[src/rtl/core_seq_ctrl.sv]
// core_seq_ctrl: multicycle RV32I sequencer; owns PC, IR, the imem/dmem handshakes,
// register-file write strobes, the sticky trap flag and the retired-instruction counter.
module core_seq_ctrl #(
   parameter logic [31:0] BOOT_ADDR = 32'h0000_0000
) (
   input  logic        clk_i,
   input  logic        rst_ni,
   output logic        imem_req_o,
   output logic [31:0] imem_addr_o,
   input  logic        imem_ack_i,
   input  logic [31:0] imem_rdata_i,
   output logic [31:0] inst_o,
   input  logic [6:0]  opcode_i,
   input  logic        branch_taken_i,
   input  logic [31:0] target_i,
   output logic        dmem_req_o,
   output logic        dmem_we_o,
   input  logic        dmem_ack_i,
   output logic [31:0] pc_o,
   output logic        rf_we_o,
   output logic [1:0]  rf_wsel_o,
   output logic        trap_o,
   output logic [31:0] instret_o
);
   typedef enum logic [2:0] {BOOT, FETCH, DECODE, EXEC, MEM, WB, TRAP} state_e;
   localparam logic [6:0] OP_LUI    = 7'b0110111;
   localparam logic [6:0] OP_AUIPC  = 7'b0010111;
   localparam logic [6:0] OP_IMM    = 7'b0010011;
   localparam logic [6:0] OP_OP     = 7'b0110011;
   localparam logic [6:0] OP_JAL    = 7'b1101111;
   localparam logic [6:0] OP_JALR   = 7'b1100111;
   localparam logic [6:0] OP_BRANCH = 7'b1100011;
   localparam logic [6:0] OP_LOAD   = 7'b0000011;
   localparam logic [6:0] OP_STORE  = 7'b0100011;
   localparam logic [6:0] OP_MISC   = 7'b0001111;
   state_e      state_q, state_d;
   logic [31:0] pc_q, pc_d, inst_q, inst_d, instret_q, instret_d, target_q, target_d;
   logic [6:0]  op_q, op_d;
   logic        redir_q, redir_d;
   logic        legal, is_jump, is_load, is_store, redir_now, wen;
   // The opcode is captured in DECODE so every output derives from registered values only.
   always_comb begin
      legal     = opcode_i inside {OP_LUI, OP_AUIPC, OP_IMM, OP_OP, OP_JAL, OP_JALR,
                                   OP_BRANCH, OP_LOAD, OP_STORE, OP_MISC};
      is_jump   = op_q == OP_JAL || op_q == OP_JALR;
      is_load   = op_q == OP_LOAD;
      is_store  = op_q == OP_STORE;
      redir_now = is_jump || (op_q == OP_BRANCH && branch_taken_i);
      wen       = op_q inside {OP_LUI, OP_AUIPC, OP_IMM, OP_OP, OP_JAL, OP_JALR, OP_LOAD};
      state_d   = state_q;
      pc_d      = pc_q;
      inst_d    = inst_q;
      instret_d = instret_q;
      target_d  = target_q;
      op_d      = op_q;
      redir_d   = redir_q;
      case (state_q)
         BOOT:    state_d = FETCH;
         FETCH: begin
            inst_d  = imem_ack_i ? imem_rdata_i : inst_q;
            state_d = imem_ack_i ? DECODE : FETCH;
         end
         DECODE: begin
            op_d    = opcode_i;
            state_d = legal ? EXEC : TRAP;
         end
         EXEC: begin
            redir_d  = redir_now;
            target_d = redir_now ? target_i : target_q;
            state_d  = (redir_now && target_i[1:0] != 2'b00) ? TRAP :
                       (is_load || is_store) ? MEM : WB;
         end
         MEM:     state_d = dmem_ack_i ? WB : MEM;
         WB: begin
            pc_d      = redir_q ? target_q : pc_q + 32'd4;
            instret_d = instret_q + 32'd1;
            state_d   = FETCH;
         end
         TRAP:    state_d = TRAP;
         default: state_d = BOOT;
      endcase
   end
   always_ff @(posedge clk_i or negedge rst_ni) begin
      if (!rst_ni) begin
         state_q   <= BOOT;
         pc_q      <= BOOT_ADDR;
         inst_q    <= 32'h0000_0013;
         instret_q <= 32'd0;
         target_q  <= 32'd0;
         op_q      <= OP_IMM;
         redir_q   <= 1'b0;
      end else begin
         state_q   <= state_d;
         pc_q      <= pc_d;
         inst_q    <= inst_d;
         instret_q <= instret_d;
         target_q  <= target_d;
         op_q      <= op_d;
         redir_q   <= redir_d;
      end
   end
   assign imem_req_o  = state_q == FETCH;
   assign imem_addr_o = pc_q;
   assign inst_o      = inst_q;
   assign dmem_req_o  = state_q == MEM;
   assign dmem_we_o   = dmem_req_o && is_store;
   assign pc_o        = pc_q;
   assign rf_we_o     = state_q == WB && wen;
   assign rf_wsel_o   = !rf_we_o ? 2'd0 : is_jump ? 2'd2 : is_load ? 2'd1 : 2'd0;
   assign trap_o      = state_q == TRAP;
   assign instret_o   = instret_q;
endmodule
[config.mk]
export PLATFORM = sky130hd
export DESIGN_NAME = core_seq_ctrl
export DESIGN_NICKNAME = d
export VERILOG_FILES = /design/src/rtl/core_seq_ctrl.sv
export SDC_FILE = /design/constraint.sdc
export NUM_CORES = 1
export LEC_CHECK = 0
export ABC_AREA = 1
export CORE_MARGIN = 10
export CORE_UTILIZATION = 49
export DETAILED_ROUTE_END_ITERATION = 10
export GPL_TIMING_DRIVEN = 1
export PLACE_DENSITY = 0.81
export SETUP_SLACK_MARGIN = 0.4
export SKIP_LAST_GASP = 1
export SYNTH_ARGS = -nofsm -noshare
export SYNTH_HDL_FRONTEND = slang
export SYNTH_SLANG_ARGS = --single-unit
[constraint.sdc]
create_clock -name clk_i -period 2 [get_ports clk_i]
set_input_delay 0.6 -clock clk_i [delete_from_list [all_inputs] [get_ports clk_i]]
set_output_delay 0.6 -clock clk_i [all_outputs]
set_load 0.01 [all_outputs]
* Word-level counts from Yosys, hierarchy flattened
Cells that the tools add are included.
** Storage, ports and cells
- Flip-flop bits (word level) :: 139
- Output and inout port bits :: 135
- Bits of input ports :: 76
** Cells by class
- Add/subtract/negate cells :: 2
- Muxes and demuxes :: 10
- Eq/ne operators :: 25
- Reduce and logical (&&, ||, !) cells :: 14
** Operators with widths (count)
- == test 7 x 6 -> 1 bit (second input constant) :: 6
- == test 7 bit (second input constant) :: 6
- adder 32 x 1 -> 32 bit (second input constant) :: 1
- adder 32 x 3 -> 32 bit (second input constant) :: 1
- two-way mux 32 bit :: 1
- == test 7 x 5 -> 1 bit (second input constant) :: 4
- case mux 3 bit (6 select lines) :: 1
- == test 7 x 2 -> 1 bit (second input constant) :: 2
- nonzero test 10 bit :: 1
- == test 3 bit (second input constant) :: 3
- two-way mux 2 bit :: 4
- == test 7 x 4 -> 1 bit (second input constant) :: 1
- nonzero test 7 bit :: 1
- == test 3 x 2 -> 1 bit (second input constant) :: 2
- logical AND 1 bit :: 4
- AND reduction 2 bit :: 2
- == test 3 x 1 -> 1 bit (second input constant) :: 1
- zero test 3 bit :: 1
- logical OR 1 bit :: 3
- two-way mux 1 bit :: 3
- two-way mux 3 bit :: 1
- nonzero test 2 bit :: 1
- OR reduction 2 bit :: 1

* Depth between registers and ports, before layout
Gate-level depths: netlist of the first run.
- Depth in word-level cells :: 6
- Depth in mapped cells :: 11
- Depth with buffers taken out :: 11

* Worst setup path before layout of the first run
No wires, ideal clock.
- Kind :: reg2out
- Start point :: register state_q[0]
- End point :: output port rf_wsel_o[1]
- Cell stages (with the launch flop) :: 7
- Data arrival time :: 1.255 ns
- Required time :: 1.400 ns
- Setup slack :: 0.145 ns
- Cells stage by stage :: dfrtp_1 -> nand2_1 -> nor2_2 -> buf_2 -> buf_2 -> nand2_1 -> nor2_1
** Between the ends
- Word-level cells in the longest chain between the ends :: 3
** RTL lines
- start, declared :: line 36 : state_e state_q, state_d;
- start signal, assigned :: line 93 : state_q <= state_d;
- == test 3 bit :: line 108 : assign rf_we_o = state_q == WB && wen;
- logical AND 1 bit :: line 108
- two-way mux 2 bit :: line 109 : assign rf_wsel_o = !rf_we_o ? 2'd0 : is_jump ? 2'd2 : is_load ? 2'd1 : 2'd0;
- end, declared :: line 21 : output logic [1:0] rf_wsel_o,
Every way passes these cells.

* Worst setup path after layout of the first run
- Start point :: register op_q[0]
- End point :: output port rf_wsel_o[1]
** Between the ends
- Word-level cells in the longest chain between the ends :: 4
** RTL lines
- start, declared :: line 38 : logic [6:0] op_q, op_d;
- start signal, assigned :: line 98 : op_q <= op_d;
- == test 7 x 6 -> 1 bit (tied with other cells) :: line 49 : wen = op_q inside {OP_LUI, OP_AUIPC, OP_IMM, OP_OP, OP_JAL, OP_JALR, OP_LOAD};
- nonzero test 7 bit or logical OR 1 bit (tied branches) :: line 49, 45
- logical AND 1 bit or two-way mux 2 bit (tied branches) :: line 108, 109
- two-way mux 2 bit * :: line 109
Every way passes the cells marked *; elsewhere a longest branch is shown, timed or not.

==> key figures, run 1 <==
Power and ir drop
  – Sequential group share of total power: 0.286
  – Clock power frac: 0.197
  – Pwr Density: 1281 nW/um^2
  – Switching share of power: 0.3815
  – Combinational group share of total power: 0.517
  – P_sw: 6211 uW
  – Int Power: roughly 10000 uW
  – Cell leakage power: between 0.006 and 0.007 uW
  – Peak VDD IR: roughly 940 uV

Clock tree
  – CTS buffer count: 17
  – Clk buf depth: 2
  – Clk Latency, worst-skew pair: approximately 0.44 ns
  – Clk sink count: approximately 140
  – Clock slew at reported path FFs: 0.06 ns
  – Clock root buffer: clkbuf_16
  – H-tree Lvls: 4
  – CTS tree: built

Routing
  – Post-Route WL: 35170 um
  – DRT iter0 DRCs: 1103
  – DR vias: 9167
  – Vias per cell: 5.809
  – First-pass DRT Iterations: 9
  – Detail Route Antenna Nets: 0
  – DRC: 0
  – Avg WL per Cell: 22.29 um

Finish
  – Share of cells above drive strength 1: 0.4246
  – Layout net count: between 1000 and 1500
  – Layout Utilization: 0.8300
  – Area grow syn2layout: 65.16%

Timing
  – Slew margin rel.: 0.7091
  – Final hold slack: 0.07877 ns
  – Hold Vio Cnt, Final: 0
  – Tmin final: ~2.4 ns
  – Setup violators final: 7
  – FMAX: 420.1 MHz
  – Period utilization: 1.190
  – Slew Limit Fails: 0
  – Actual slew at the worst max-slew pin: 0.4364 ns
  – Fin worst setup slack: -0.3803 ns
  – Final Skew: 0.01146 ns
  – RSZ-0062 raised after global routing: true

Synthesis
  – Yosys top cell by area: dfrtp_1
  – Synth async-reset ratio: 1.000
  – Mapped Nets: 1067
  – Number of synthesized flops with an enable pin: 0
  – Top post-synthesis cells by area: dfrtp_1, nand2_1, nor2_1
  – Post-synth top cells: nand2_1, dfrtp_1, nor2_1, inv_1, nand3_1
  – Sequential share of the synthesized area: 0.4529
  – Top cell type's share of synthesized area: 0.4325
  – Post-synthesis cell count: 989
  – FF+latch count, synth: 139
  – Synth unique cells: 41
  – Avg Cell Area, Syn: 7.782 um^2
  – Count leader, synth: nand2_1
  – Synthesized cell area: 7696 um^2
  – Ys flop type: dfrtp_1
  – YS warnings: 0

Critical path
  – Crit path launch type: register
  – Crit Path Max Fanout: 2
  – Length in cells of the worst reg-to-reg path: 9
  – RR Endpoint: imem_addr_o[10]$_DFFE_PN0N_
  – Worst Path Arrival: between 1.5 and 2 ns
  – Worst setup EP type: primary output
  – WS Path Type: register to primary output
  – Worst r2r src: state_q[0]$_DFF_PN0_
  – R2R setup slack: around 0.15 ns
  – WP data required: approximately 1.4 ns

Place
  – Dpl hpwl: 17590 um
  – PortBufs: 210
  – RD Place Congestion: 0.9624
  – Setup WS pre-CTS: -0.2790 ns

Global routing
  – Initial antenna violation count: 0
  – Vias in the first global route: around 8000
  – Tot GR Track Use: 0.2472
  – Pin count of the biggest net entering global routing: 47
  – Remaining global-route overflow: 0
  – Global-route wire length before repair: 41990 um

Worst hold path
  – Hold Crit Class: input pin to async pin

Die
  – Die Width: 145.3 um
  – Core footprint: 15310 um^2
  – Die Ht: 145.3 um
  – Die area: 21120 um^2
  – IO Pins: 211
  – Initial Util: 0.5025
  – # rows: 45

Status
  – Outcome: finished with violations
  – Failing checks: setup timing

Flow run
  – Max-cap viol count: 0
[layout make-up]
class	count	area, um^2
antenna	1	2.502
clock buffer	25	495.5
clock inverter	7	87.58
fill	823	2604
inverter	96	374.1
multi-input combinational	699	4126
sequential	139	3527
tap	211	264.0
timing repair buffer	399	3826
timing repair inverter	1	7.507
[critical path, stage by stage, from the launching register on]
cell and delay (ns):
dfstp_2 0.54, nand2_2 0.07, buf_4 0.13, nor2_1 0.09
nand3_1 0.11, nand3_2 0.10, nand2_2 0.07, nor2_2 0.09
buf_2 0.14
[state kept, by name, summed over array words and instances, names as in the netlist]
name         cells
imem_addr_o     32
redir_q          1
instret_o       32
op_q             7
inst_o          32
state_q          3
target_q        32
[placed cells by master, fill, tap and decap left out, types with 7 or more instances in the layout]
cell,n
clkbuf_16,23
xnor2_1,10
buf_2,67
nor2_1,62
mux2_4,31
nor2_4,33
nand3_1,66
nand2_2,23
a21oi_1,31
xor2_1,7
clkdlybuf4s50_1,74
nand3b_1,7
nand2_1,293
buf_4,110
dfrtp_1,100
o21ai_0,25
buf_6,122
inv_1,84
a21oi_2,7
dfrtp_2,33
inv_2,8
buf_12,12
nor2_2,45
[routing by layer]
layer | part of all wire | routed length, um | vias up | global-route usage
met1 | 0.33 | 11500 | 4281 | 0.2702
met4 | 0.071 | 2487 | 0 | 0.1021
met2 | 0.49 | 17100 | 772 | 0.4390
li1 | - | - | 3840 | -
met3 | 0.12 | 4083 | 274 | 0.07110
met5 | 0 | 0 | - | 0
[power groups by stage]
stage / registers, uW / clock network [uW] / logic, uW
2_1_floorplan: 4810 / 0 / 2730
3_3_place_gp: 4660 / 0 / 5420
3_5_place_dp: 4710 / 0 / 5540
4_1_cts: 4510 / 3150 / 6430
5_1_grt: 4710 / 3310 / 8760
6_report: 4660 / 3210 / 8420
[worst max-delay path by stage]
stage | start | end | slack, ns | cells after the start
after CTS | op_q[1]$_DFFE_PN1P_ | rf_wsel_o[1] | -0.31 | 9
after global routing | op_q[0]$_DFFE_PN1P_ | rf_wsel_o[1] | -0.45 | 8
after detailed placement | op_q[1]$_DFFE_PN1P_ | rf_wsel_o[1] | -0.28 | 9
final | op_q[0]$_DFFE_PN1P_ | rf_wsel_o[1] | -0.38 | 8
after floorplan | state_q[0]$_DFF_PN0_ | rf_wsel_o[0] | 0.27 | 6
after global placement | op_q[1]$_DFFE_PN1P_ | rf_wsel_o[1] | -0.25 | 9
[cell families (layout without fill, tap and decap cells)]
family / count (synthesis) / in the layout / share of synthesized area
fa+ha+maj: 2 / 2 / 0.003251
buf+inv: 153 / 528 / 0.09575
flops: 139 / 139 / 0.4529
mux: 33 / 33 / 0.06292
other cells: 0 / 1 / 0
simple gates: 559 / 561 / 0.3052
compound gates: 86 / 86 / 0.06064
xor+xnor: 17 / 17 / 0.01935
[through the flow]
| stage | instance area [um^2] | TNS (ns) | std cells | power, uW |
|---|---|---|---|---|
| 2_1_floorplan | 7734 | 0 | 989 | 7537 |
| 3_3_place_gp | 10060 | -0.8247 | 1391 | 10090 |
| 3_5_place_dp | 10060 | -0.8978 | 1391 | 10250 |
| 4_1_cts | 11310 | -1.148 | 1516 | 14090 |
| 5_1_grt | 12710 | -1.798 | 1577 | 16780 |
| 6_report | 12710 | -1.460 | 1578 | 16280 |
[what timing repair did]
| item | 4_1_cts | 5_1_grt |
|---|---|---|
| setup endpoints to repair | 247 | 200 |
| cloned | 6 | 9 |
| hold buffers | 0 | 0 |
| pin swaps | 13 | 46 |
| setup buffers | 87 | 52 |
| resized for setup | 685 | 226 |
(Power assumes the default switching activity.)
==> inputs of run 2 (changes only) <==
--- a/config.mk
+++ b/config.mk
@@ -6,11 +6,13 @@
 export NUM_CORES = 1
 export LEC_CHECK = 0
 export ABC_AREA = 1
+export CELL_PAD_IN_SITES_DETAIL_PLACEMENT = 0
+export CELL_PAD_IN_SITES_GLOBAL_PLACEMENT = 1
 export CORE_MARGIN = 10
-export CORE_UTILIZATION = 49
+export CORE_UTILIZATION = 35
 export DETAILED_ROUTE_END_ITERATION = 10
 export GPL_TIMING_DRIVEN = 1
-export PLACE_DENSITY = 0.81
+export PLACE_DENSITY_LB_ADDON = 0.1
 export SETUP_SLACK_MARGIN = 0.4
 export SKIP_LAST_GASP = 1
 export SYNTH_ARGS = -nofsm -noshare
==> run 2 against run 1 <==
  * The run still ends with setup timing left
  * Clock-buffer cell count fell by 7
  * Routed wire length fell by 15%
  * Setup slack improved by 0.047 ns
  * Critical path type unchanged
==> key figures, run 2 (synthesis results as in run 1) <==
Timing
  – Slew Limit Fails: 0 (unchanged)
  – Slew margin rel.: 0.6945 (-0.01460)
  – FMAX: 428.6 MHz (+2.0%)
  – Tmin final: 2.333 ns (-0.04723 ns)
  – Fin worst setup slack: -0.3331 ns (+0.04723 ns)
  – Setup violators final: 4 (-3)
  – Period utilization: 1.167 (-0.02361)
  – Setup_tns: -1.085 ns (+0.3750 ns)
  – Hold Vio Cnt, Final: 0 (unchanged)
  – Final hold slack: 0.08312 ns (+0.004354 ns)
  – RSZ-0062 raised after global routing: true
  – Final Skew: 0.01323 ns (+0.001774 ns)
  – Actual slew at the worst max-slew pin: 0.4583 ns (+0.02190 ns)

Status
  – Outcome: finished with violations
  – Failing checks: setup timing

Critical path
  – Delay of the slowest critical-path stage: 0.54 ns (about the same)
  – Crit Path Max Fanout: 2 (unchanged)
  – Length in cells of the worst reg-to-reg path: 14 (+5)
  – Worst Path Arrival: 1.73 ns (-0.05 ns)
  – CP top delay family: simple AND/OR/NAND/NOR gates
  – Worst-path cell chain: nand2_2, inv_2, nand3_2, nor2_4, nand2_2, nand3_2, nand2_2, nor2_2, buf_2
  – CP Buf/Inv Count: 2 (unchanged)
  – WP data required: 1.40 ns (about the same)
  – WS Path Type: register to primary output
  – Max stage delay cell, worst path: dfstp_2
  – Crit path launch type: register
  – Crit-path most repeated cell: nand2_2
  – Levels on crit path: 9 (+1)
  – Worst setup EP type: primary output

Finish
  – Most common cell after layout, fill and taps aside: nand2_1
  – Antenna Cells: 0 (-1)
  – Commonest non-fill, non-tap cells in the layout: nand2_1, buf_6, buf_4
  – Layout net count: 1459 (+2.0%)
  – Filler cells: 1952 (+140%)
  – Cell area after layout: 13140 um^2 (+3.4%)
  – Share of cells above drive strength 1: 0.4397 (+0.01514)
  – Area grow syn2layout: 70.77%

Routing
  – Post-Route WL: 29840 um (-15%)
  – WL met1: 13310 um (+16%)
  – Vias per cell: 4.802 (-17%)
  – DRT iter0 DRCs: 539 (-51%)
  – Avg WL per Cell: 17.82 um (-20%)
  – Met2 routed wirelength: 13550 um (-21%)
  – Met3 wire length: 2561 um (-37%)
  – Top Metal Used: met5
  – DRC: 0 (unchanged)
  – First-pass DRT Iterations: 5 (-4)
  – DR vias: 8038 (-12%)
  – Detail Route Antenna Nets: 0 (unchanged)

Clock tree
  – Clk sink count: 139 (unchanged)
  – Clk buf depth: 2 (unchanged)
  – Clk Latency, worst-skew pair: 0.42 ns (-0.02 ns)
  – Clock slew at reported path FFs: 0.07 ns (about the same)
  – CTS tree: built
  – Clock root buffer: clkbuf_16
  – Hold_buf cts: 0 (unchanged)
  – H-tree Lvls: 4 (unchanged)
  – CTS buffer count: 17 (unchanged)

Worst hold path
  – Hold Crit Class: input pin to async pin

Global routing
  – Tot GR Track Use: 0.1879 (-0.05936)
  – Remaining global-route overflow: 0 (unchanged)
  – Vias in the first global route: 7814 (-2.5%)
  – Pin count of the biggest net entering global routing: 44 (-6.4%)
  – Initial antenna violation count: 3 (+3)
  – Global-route wire length before repair: 43060 um (+2.5%)

Power and ir drop
  – Peak VDD IR: 684.7 uV (-27%)
  – Pwr Density: 1229 nW/um^2 (-4.0%)
  – Cell leakage power: 0.006527 uW (+4.5%)

Flow run
  – Max-cap viol count: 0 (unchanged)

Place
  – Setup WS pre-CTS: -0.2784 ns (+0.0005960 ns)
  – Placed cell area: 10250 um^2 (+1.9%)
  – Dpl hpwl: 18640 um (+6.0%)
  – PortBufs: 210 (unchanged)
  – RD Place Congestion: 0.8351 (-13%)

Die
  – IO Pins: 211 (unchanged)
  – Die Width: 168.3 um (+16%)
  – Die area: 28320 um^2 (+34%)
  – Die Ht: 168.3 um (+16%)
  – # rows: 54 (+20%)
  – Core footprint: 21760 um^2 (+42%)
  – Initial Util: 0.3537 (-0.1488)
run 2: cell count changes in the layout (fill, tap and decap cells not counted), moves of 4 or more:
cell	before	now
buf_2	67	74
buf_4	110	125
buf_6	122	126
clkbuf_1	4	0
clkbuf_16	23	29
inv_6	1	7
nand2_1	293	280
nand2_2	23	32
nand2_4	6	10
nor2_1	62	74
nor2_2	45	30
o21ai_0	25	17
o21ai_2	2	8
run 2: final timing paths:
check / start / end / slack (ns)
max reg2reg: state_q[0]$_DFF_PN0_ / instret_o[19]$_DFFE_PN0N_ / 0.12
max in group asynchronous: rst_ni / inst_o[1]$_DFFE_PN1P_ / 1.28
max: op_q[0]$_DFFE_PN1P_ / rf_wsel_o[1] / -0.33
min reg2reg: target_q[17]$_DFFE_PN0P_ / target_q[17]$_DFFE_PN0P_ / 0.48
min: rst_ni / instret_o[17]$_DFFE_PN0N_ / 0.08
min in group clk_i: target_q[17]$_DFFE_PN0P_ / target_q[17]$_DFFE_PN0P_ / 0.48
run 2: worst register-to-register path: cells and delay by family, from the launching register on:
| kind | cells | cell delay, ns |
|---|---|---|
| simple gates | 7 | 0.67 |
| flops | 1 | 0.37 |
| buf+inv | 7 | 0.75 |
run 2: area by class of cell:
| cell class | instances | area [um^2] | share of cell area |
|---|---|---|---|
| Multi-Input combinational cell | 698 | 4144 | 0.3153 |
| Sequential cell | 139 | 3526 | 0.2683 |
| Timing Repair Buffer | 429 | 4131 | 0.3144 |
| Clock inverter | 14 | 180.2 | 0.01371 |
| Inverter | 96 | 371.6 | 0.02827 |
| Clock buffer | 18 | 439.2 | 0.03342 |
| Tap cell | 280 | 350.3 | 0.02666 |
run 2: repair_timing:
action / CTS / global route
gates resized for setup: 684 / 232
cloned: 4 / 17
buffers inserted: 107 / 42
pin swaps: 13 / 75
setup endpoints to repair: 205 / 195
run 2: through the flow:
step                std cells  total power [uW]    util
global placement         1472             10270  0.4712
finish                   1674             16150  0.6041
CTS                      1615             14740  0.5380
detailed placement       1472             10310  0.4712
global route             1674             17020  0.6041
floorplan                 989              7537       -
run 2: where the power goes:
| part | switching (uW) | total (uW) | internal (uW) | leakage, uW |
|---|---|---|---|---|
| Combinational | 3790 | 8260 | 4470 | 0.00453 |
| Sequential | 663 | 4500 | 3830 | 0.00170 |
| Clock | 1370 | 3390 | 2030 | 0.000299 |
| Total | 5820 | 16200 | 10300 | 0.00653 |
run 2: metal layers:
metal | up-vias | GRT usage
li1 | 3899 | -
met1 | 3847 | 0.2516
met2 | 259 | 0.2834
met3 | 29 | 0.06659
met4 | 4 | 0.04428
met5 | - | 0
